--- src/rtl/tt_pkg.sv ---
// Shared definitions for the truth-table sweep controller and its bench.
package tt_pkg;

    // Controller states
    typedef enum logic [1:0] {
        ST_IDLE    = 2'd0,
        ST_APPLY   = 2'd1,
        ST_CAPTURE = 2'd2,
        ST_DONE    = 2'd3
    } state_t;

    localparam int N_ROWS = 8;
    localparam int ROW_W  = 3;

    // Known-good table of f: s = a & ~(b & c), bit i is row {a,b,c} = i
    localparam logic [N_ROWS-1:0] REF_F_TABLE = 8'h70;

    // A settle time of zero cycles would sample s before f has seen the new row
    function automatic int eff_settle(input int v);
        return (v < 1) ? 1 : v;
    endfunction

endpackage

--- src/rtl/tt_sweep_ctrl.sv ---
// Drives f through all eight input rows, captures s per row into a truth
// table, counts the ones and compares the table with an expected value.
//
//  state      | meaning
//  -----------+-----------------------------------------------------------
//  ST_IDLE    | waiting for start; results of the last sweep are held
//  ST_APPLY   | {a,b,c} = row held while the settle counter runs
//  ST_CAPTURE | one cycle; s is written into the table at the row index
//  ST_DONE    | one cycle; done pulse, match valid, drive returns to 000
module tt_sweep_ctrl
    import tt_pkg::*;
#(
    parameter int SETTLE = 1
) (
    input  logic              clk,
    input  logic              reset,
    input  logic              start,
    input  logic [N_ROWS-1:0] expected,
    input  logic              s,
    output logic              a,
    output logic              b,
    output logic              c,
    output logic              busy,
    output logic              done,
    output logic [N_ROWS-1:0] truth_table,
    output logic [3:0]        ones,
    output logic              match
);

    localparam int SETTLE_EFF = eff_settle(SETTLE);
    localparam int CNT_W      = (SETTLE_EFF > 1) ? $clog2(SETTLE_EFF) : 1;
    localparam logic [CNT_W-1:0] CNT_LAST = CNT_W'(SETTLE_EFF - 1);
    localparam logic [ROW_W-1:0] ROW_LAST = ROW_W'(N_ROWS - 1);

    state_t              state,   state_n;
    logic [ROW_W-1:0]    row_q,   row_n;
    logic [ROW_W-1:0]    drive_q, drive_n;
    logic [CNT_W-1:0]    cnt_q,   cnt_n;
    logic [N_ROWS-1:0]   tbl_q,   tbl_n;
    logic [N_ROWS-1:0]   exp_q,   exp_n;
    logic [3:0]          ones_q,  ones_n;
    logic                match_q, match_n;

    // State and datapath registers; reset discards any sweep in flight
    always_ff @(posedge clk) begin
        if (reset) begin
            state   <= ST_IDLE;
            row_q   <= '0;
            drive_q <= '0;
            cnt_q   <= '0;
            tbl_q   <= '0;
            exp_q   <= '0;
            ones_q  <= '0;
            match_q <= 1'b0;
        end else begin
            state   <= state_n;
            row_q   <= row_n;
            drive_q <= drive_n;
            cnt_q   <= cnt_n;
            tbl_q   <= tbl_n;
            exp_q   <= exp_n;
            ones_q  <= ones_n;
            match_q <= match_n;
        end
    end

    // Next-state and next-datapath logic
    always_comb begin
        state_n = state;
        row_n   = row_q;
        drive_n = drive_q;
        cnt_n   = cnt_q;
        tbl_n   = tbl_q;
        exp_n   = exp_q;
        ones_n  = ones_q;
        match_n = match_q;

        unique case (state)
            ST_IDLE: begin
                if (start) begin
                    state_n = ST_APPLY;
                    row_n   = '0;
                    drive_n = '0;
                    cnt_n   = '0;
                    tbl_n   = '0;
                    ones_n  = '0;
                    match_n = 1'b0;
                    exp_n   = expected;
                end
            end
            ST_APPLY: begin
                if (cnt_q == CNT_LAST) begin
                    cnt_n   = '0;
                    state_n = ST_CAPTURE;
                end else begin
                    cnt_n = cnt_q + 1'b1;
                end
            end
            ST_CAPTURE: begin
                tbl_n[row_q] = s;
                ones_n       = ones_q + {3'b000, s};
                if (row_q != ROW_LAST) begin
                    row_n   = row_q + 1'b1;
                    drive_n = row_q + 1'b1;
                    state_n = ST_APPLY;
                end else begin
                    // tbl_n already holds the final row here
                    match_n = (tbl_n == exp_q);
                    state_n = ST_DONE;
                end
            end
            ST_DONE: begin
                drive_n = '0;
                state_n = ST_IDLE;
            end
            default: state_n = ST_IDLE;
        endcase
    end

    assign a           = drive_q[2];
    assign b           = drive_q[1];
    assign c           = drive_q[0];
    assign busy        = (state != ST_IDLE);
    assign done        = (state == ST_DONE);
    assign truth_table = tbl_q;
    assign ones        = ones_q;
    assign match       = match_q;

endmodule
--- config.mk ---
export PLATFORM = sky130hd
export DESIGN_NAME = tt_sweep_ctrl
export DESIGN_NICKNAME = d
export VERILOG_FILES = /design/src/rtl/tt_pkg.sv /design/src/rtl/tt_sweep_ctrl.sv
export SDC_FILE = /design/constraint.sdc
export NUM_CORES = 1
export LEC_CHECK = 0
export BUFFER_PORTS_ARGS = -buffer_cell sky130_fd_sc_hd__buf_2
export CAP_MARGIN = 10
export CORE_MARGIN = 1.5
export CORE_UTILIZATION = 58
export DETAILED_ROUTE_END_ITERATION = 8
export PLACE_DENSITY = 0.83
export SLEW_MARGIN = 10
export SYNTH_ARGS = -nofsm -noshare
export SYNTH_HDL_FRONTEND = slang
export SYNTH_SLANG_ARGS = --single-unit
--- constraint.sdc ---
create_clock -name clk -period 4.2 [get_ports clk]
set_input_delay 0.84 -clock clk [delete_from_list [all_inputs] [get_ports clk]]
set_output_delay 0.84 -clock clk [all_outputs]
set_load 0.02 [all_outputs]
==> Yosys cells after proc, flatten, opt, wreduce, memory -nomap -nowiden <==
Index checks and enable logic that the tools add are counted.
{ "totals": {"ff_bits": 30, "input_bits": 12, "output_inout_bits": 18, "elab_cells": 55} }
{ "op_classes": {"n_addsub": 3, "order_cmp": 2, "eq_ne": 9, "mux": 20, "reduce_logical": 13} }
{ "ops": {"columns": ["cell", "count"], "rows": [
  ["8-bit one-hot mux with 2 select lines", 1],
  ["3-bit one-hot mux with 3 select lines", 1],
  ["3-bit AND reduction", 3],
  ["8-bit bitwise mux", 1],
  ["8-bit == test", 1],
  ["8-bit two-way mux", 1],
  ["2-bit != test (second input constant)", 4],
  ["2-bit one-hot mux with 4 select lines", 1],
  ["4-bit one-hot mux with 2 select lines", 1],
  ["2-bit AND reduction", 4],
  ["2-bit two-way mux", 3],
  ["3-bit two-way mux", 2],
  ["3-bit one-hot mux with 2 select lines", 1],
  ["2-bit nonzero test", 3],
  ["4-bit by 1-bit adder with 4-bit output", 1],
  ["2-bit == test (second input constant)", 2],
  ["3-bit by 4-bit less-than comparator with 1-bit output (second input constant)", 1],
  ["1-bit two-way mux", 4],
  ["4-bit two-way mux", 1],
  ["1-bit one-hot mux with 2 select lines", 2],
  ["3-bit by 1-bit adder with 3-bit output (second input constant)", 1],
  ["1-bit demux with 3-bit select", 1],
  ["3-bit by 1-bit >= comparator with 1-bit output (second input constant)", 1],
  ["3-bit != test (second input constant)", 1],
  ["other kinds (5)", 5]
]} }

==> Longest topological paths before layout <==
{ "depth": {"word_depth": 8, "ltp_mapped": 7, "mapped_depth_nobuf": 6} }

==> Worst setup path after synthesis <==
Ideal clock, no wire load.
{ "synth_path": {"path_kind": "input-to-reg", "startpoint": "input port s", "endpoint": "register match_q, in the netlist match", "arrival_time_ns": 1.893, "setup_slack_ns": 2.192, "cell_stages": 6, "n_path_buf": 1, "cell_sequence": "clkbuf_1 > nand2_1 > a2111oi_0 > a211oi_1 > o311a_1 > a31o_1"} }
{ "synth_between": {"elab_chain_len": 4} }
{ "synth_lines": {"columns": ["item", "line", "rtl"], "rows": [
  ["start: declaration", "tt_sweep_ctrl.sv:19", "input logic s,"],
  ["8-bit bitwise mux", "tt_sweep_ctrl.sv:100", "tbl_n[row_q] = s;"],
  ["8-bit == test", "tt_sweep_ctrl.sv:108", "match_n = (tbl_n == exp_q);"],
  ["1-bit two-way mux", "tt_sweep_ctrl.sv:102", "if (row_q != ROW_LAST) begin"],
  ["1-bit one-hot mux with 2 select lines", "tt_sweep_ctrl.sv:78", "unique case (state)"],
  ["end signal: assignment", "tt_sweep_ctrl.sv:63", "match_q <= match_n;"],
  ["end: declaration", "tt_sweep_ctrl.sv:42", "logic match_q, match_n;"]
]} }
No other way between the ends. The select of a mux whose other input is x is not followed.
A chain may end at the register's enable or synchronous reset.

==> Worst setup path in the final report <==
{ "layout_path": {"startpoint": "input port start", "endpoint": "register row_q[2]"} }
{ "layout_between": {"elab_chain_len": 2} }
{ "layout_lines": {"columns": ["item", "line", "rtl"], "rows": [
  ["start: declaration", "tt_sweep_ctrl.sv:17", "input logic start,"],
  ["2-bit != test (no source line)", null, null],
  ["3-bit AND reduction (no source line)", null, null],
  ["end signal: assignment", "tt_sweep_ctrl.sv:57", "row_q <= row_n;"],
  ["end: declaration", "tt_sweep_ctrl.sv:36", "logic [ROW_W-1:0] row_q, row_n;"]
]} }
No other way between the ends.

==> flow_summary_export.csv <==
group,metric,value,unit
finish,finalInstanceArea,1710,sq um
route,drc,0,
clock_tree,cts_setup_buffers,0,
synth,synth_seq_cells,29,
critical_path,crit_path_start_kind,"input pin",
synth,synth_top_cell_by_area,"dfxtp_1",
clock_tree,clk_latency,0.34,ns
critical_path,rrSetupSlack,2.27,ns
place,placed_cells,223,
floorplan,num_rows,18,
clock_tree,cts_buffer_depth,2,
floorplan,die_w,54.05,um
synth,synth_seq_area_share,38.41,%
synth,yosys-top-cells-area,"dfxtp_1, mux2i_1, nor2_1",
critical_path,required,4.42,ns
clock_tree,ctsHoldBuffers,0,
synth,ys.warnings.count,0,
timing,finalSetupViolations,0,
finish,post-route-util,69.04,%
pwr,p_per_area,321.9,nW/um^2
floorplan,num_io_pins,30,
route,dr.pass1.iters,4,
grt,grt_pass1_wl,5133,um
synth,synth.avg_cell_area,8.588,sq um
place,dpl.hpwl,2255,um
run,max_cap_violations,0,
critical_path,worst-path-max-fanout,9,
status,status,"finished clean",
place,placed_cell_area,1640,sq um
place,io_buffers,29,
finish,nets,216,
hold_path,holdCritPathClass,"reg2reg",
floorplan,initial_core_util,61.01,%
clock_tree,htree_levels,2,
timing,slew_viol_final,0,
critical_path,critPathSlowestCell,"nor2b_1",
grt,grt_pass1_vias,1217,
route,drtIter0Drc,40,
place,place.gp.congestion,0.8209,
route,via_count,1356,
floorplan,die_height,54.05,um
finish,fin_cells,231,
timing,final.min_clock_period,2.139,ns
finish,antenna-diode-count,0,
clock_tree,post_cts_resized,0,
synth,post_synth_num_cell_types,41,
timing,finClkSkew,0.01837,ns
clock_tree,cts_tree,"yes",
finish,drive_gt1_share,20.40,%
finish,syn2layout_area_growth,13.16,%
synth,synth_area,1511,sq um
critical_path,worstPathArrival,2.36,ns
floorplan,dieArea,2921,sq um
route,viasPerCell,5.870,
timing,max_slew.worst_pin.slew,1.059,ns
clock_tree,cts-root-buf,"clkbuf_4",
synth,yosysTopAreaCellShare,38.41,%
pwr,leakage,0.7281,nW
route,drt-total-wl,3230,um
route,ant_nets,0,
pwr,ir_worst_vdd,380.6,uV
timing,finalHoldViolations,0,
timing,max_freq,467.5,MHz
critical_path,cpPeakStageDelay,0.86,ns
critical_path,critPathKind,"in2reg",
timing,fin_crit_sh,50.93,%
grt,track_usage,25.45,%
route,wl_per_cell,13.98,um
critical_path,end_kind,"register",
grt,grt_overflow,0,
timing,tns,0,ns
critical_path,path_cells,"buf_2 > nor2b_1 > nor2b_1 > nor2_1 > a22oi_1 > nor2_1",
synth,syn_inst,176,
clock_tree,cts_made_buffers,5,
timing,rsz0062_at_grt,"false",
grt,antenna_found_initial,0,
grt,grt_max_degree,31,
clock_tree,clkTransAtPathRegs,0.10,ns
clock_tree,clock-sinks,29,
timing,slew_headroom,29.27,%
timing,worst_hold_slack,0.4583,ns
floorplan,core,2477,sq um
synth,synth_nets,192,
-- synthesized netlist by cell type --
cell type / number
or2_1: 1
nand3b_1: 2
ha_1: 4
o211ai_1: 1
a22o_1: 1
a311oi_1: 1
o311a_1: 1
xnor2_1: 5
nor3b_2: 2
mux2i_1: 14
or2_2: 1
and2_1: 2
and4b_1: 1
a21oi_1: 8
o21ai_0: 9
and3_1: 1
o31a_1: 1
nand2_1: 6
nand2b_1: 2
a211oi_1: 1
nor3_1: 1
nor4_1: 2
buf_2: 4
dfxtp_1: 29
nor2b_1: 4
and3b_1: 3
o311ai_0: 1
nor2_1: 34
buf_4: 1
a22oi_1: 12
nor4b_1: 1
a2111oi_0: 1
o21ai_1: 2
inv_1: 2
nor3b_1: 3
nor3_2: 1
nand3_1: 2
a31o_1: 1
clkbuf_1: 6
buf_1: 1
nand4b_1: 1
-- layout by cell type (no fill, tap or decap), types with 2 or more instances in the layout --
cell and instances:
a21oi_1 8, a22oi_1 12, and2_1 2, and3b_1 3
buf_2 29, clkbuf_4 5, clkbuf_8 2, dfxtp_1 29
ha_1 4, inv_1 2, mux2i_1 14, nand2_1 6
nand2b_1 2, nand3_1 2, nand3b_1 2, nor2_1 34
nor2b_1 4, nor3b_1 3, nor3b_2 2, nor4_1 2
o21ai_0 9, o21ai_1 2, xnor2_1 5
-- through the flow --
step	power, mW	setup WS (ns)
after floorplan	0.3438	2.192
after global placement	0.3574	1.811
after detailed placement	0.3605	1.741
after CTS	0.5560	2.111
after global routing	0.5718	1.920
final	0.5506	2.061
-- final timing paths --
check	from	end	depth (start not counted)
setup / recovery	start	row_q[2]$_SDFFE_PP0P_	6
hold / removal	drive_q[1]$_SDFFE_PP0P_	drive_q[1]$_SDFFE_PP0P_	2
setup reg to reg	state[0]$_SDFFE_PP0P_	row_q[2]$_SDFFE_PP0P_	5
hold reg to reg	drive_q[1]$_SDFFE_PP0P_	drive_q[1]$_SDFFE_PP0P_	2
-- critical path, delay by kind of cell --
kind	cells	cell delay, ns
AOI/OAI and AO/OA	1	0.18
and+or+nand+nor	4	1.24
buffers and inverters	1	0.10
-- logic make-up (layout without fill, tap and decap cells) --
| family | Yosys count | after routing | share of synthesized area (%) |
|---|---|---|---|
| mux | 14 | 14 | 9.271 |
| compound gates | 40 | 40 | 17.39 |
| fa+ha+maj | 4 | 4 | 3.311 |
| buf+inv | 14 | 39 | 4.056 |
| simple gates | 70 | 70 | 24.67 |
| xor+xnor | 5 | 5 | 2.897 |
| flops | 29 | 29 | 38.41 |
-- area by class of cell --
type	count	area, sq um
multi-input cells	133	869.6
fillers	218	767.0
flip-flops and latches	29	580.6
repair buffers	29	145.1
clock buffers	7	65.06
well taps	30	37.54
inverters	2	7.507
clock inverters	1	5.005
-- metal layers --
layer | part of all wire, % | global-route usage (%) | up-vias
li1 | - | - | 674
met1 | 45 | 29.26 | 639
met2 | 48 | 40.85 | 31
met3 | 3.5 | 5.833 | 12
met4 | 2.9 | 19.17 | 0
met5 | 0 | 0 | -
-- report_power, final --
group	internal, mW	switching [mW]
Clock	0.0969	0.0989
Sequential	0.282	0.00933
Combinational	0.0271	0.0359
-- state kept, by name, indices dropped and copies added (netlist names) --
signal	cells
match	1
ones	4
row_q	3
drive_q	3
state	2
exp_q	8
truth_table	8
Note: power is estimated with default switching activity, not from simulation.
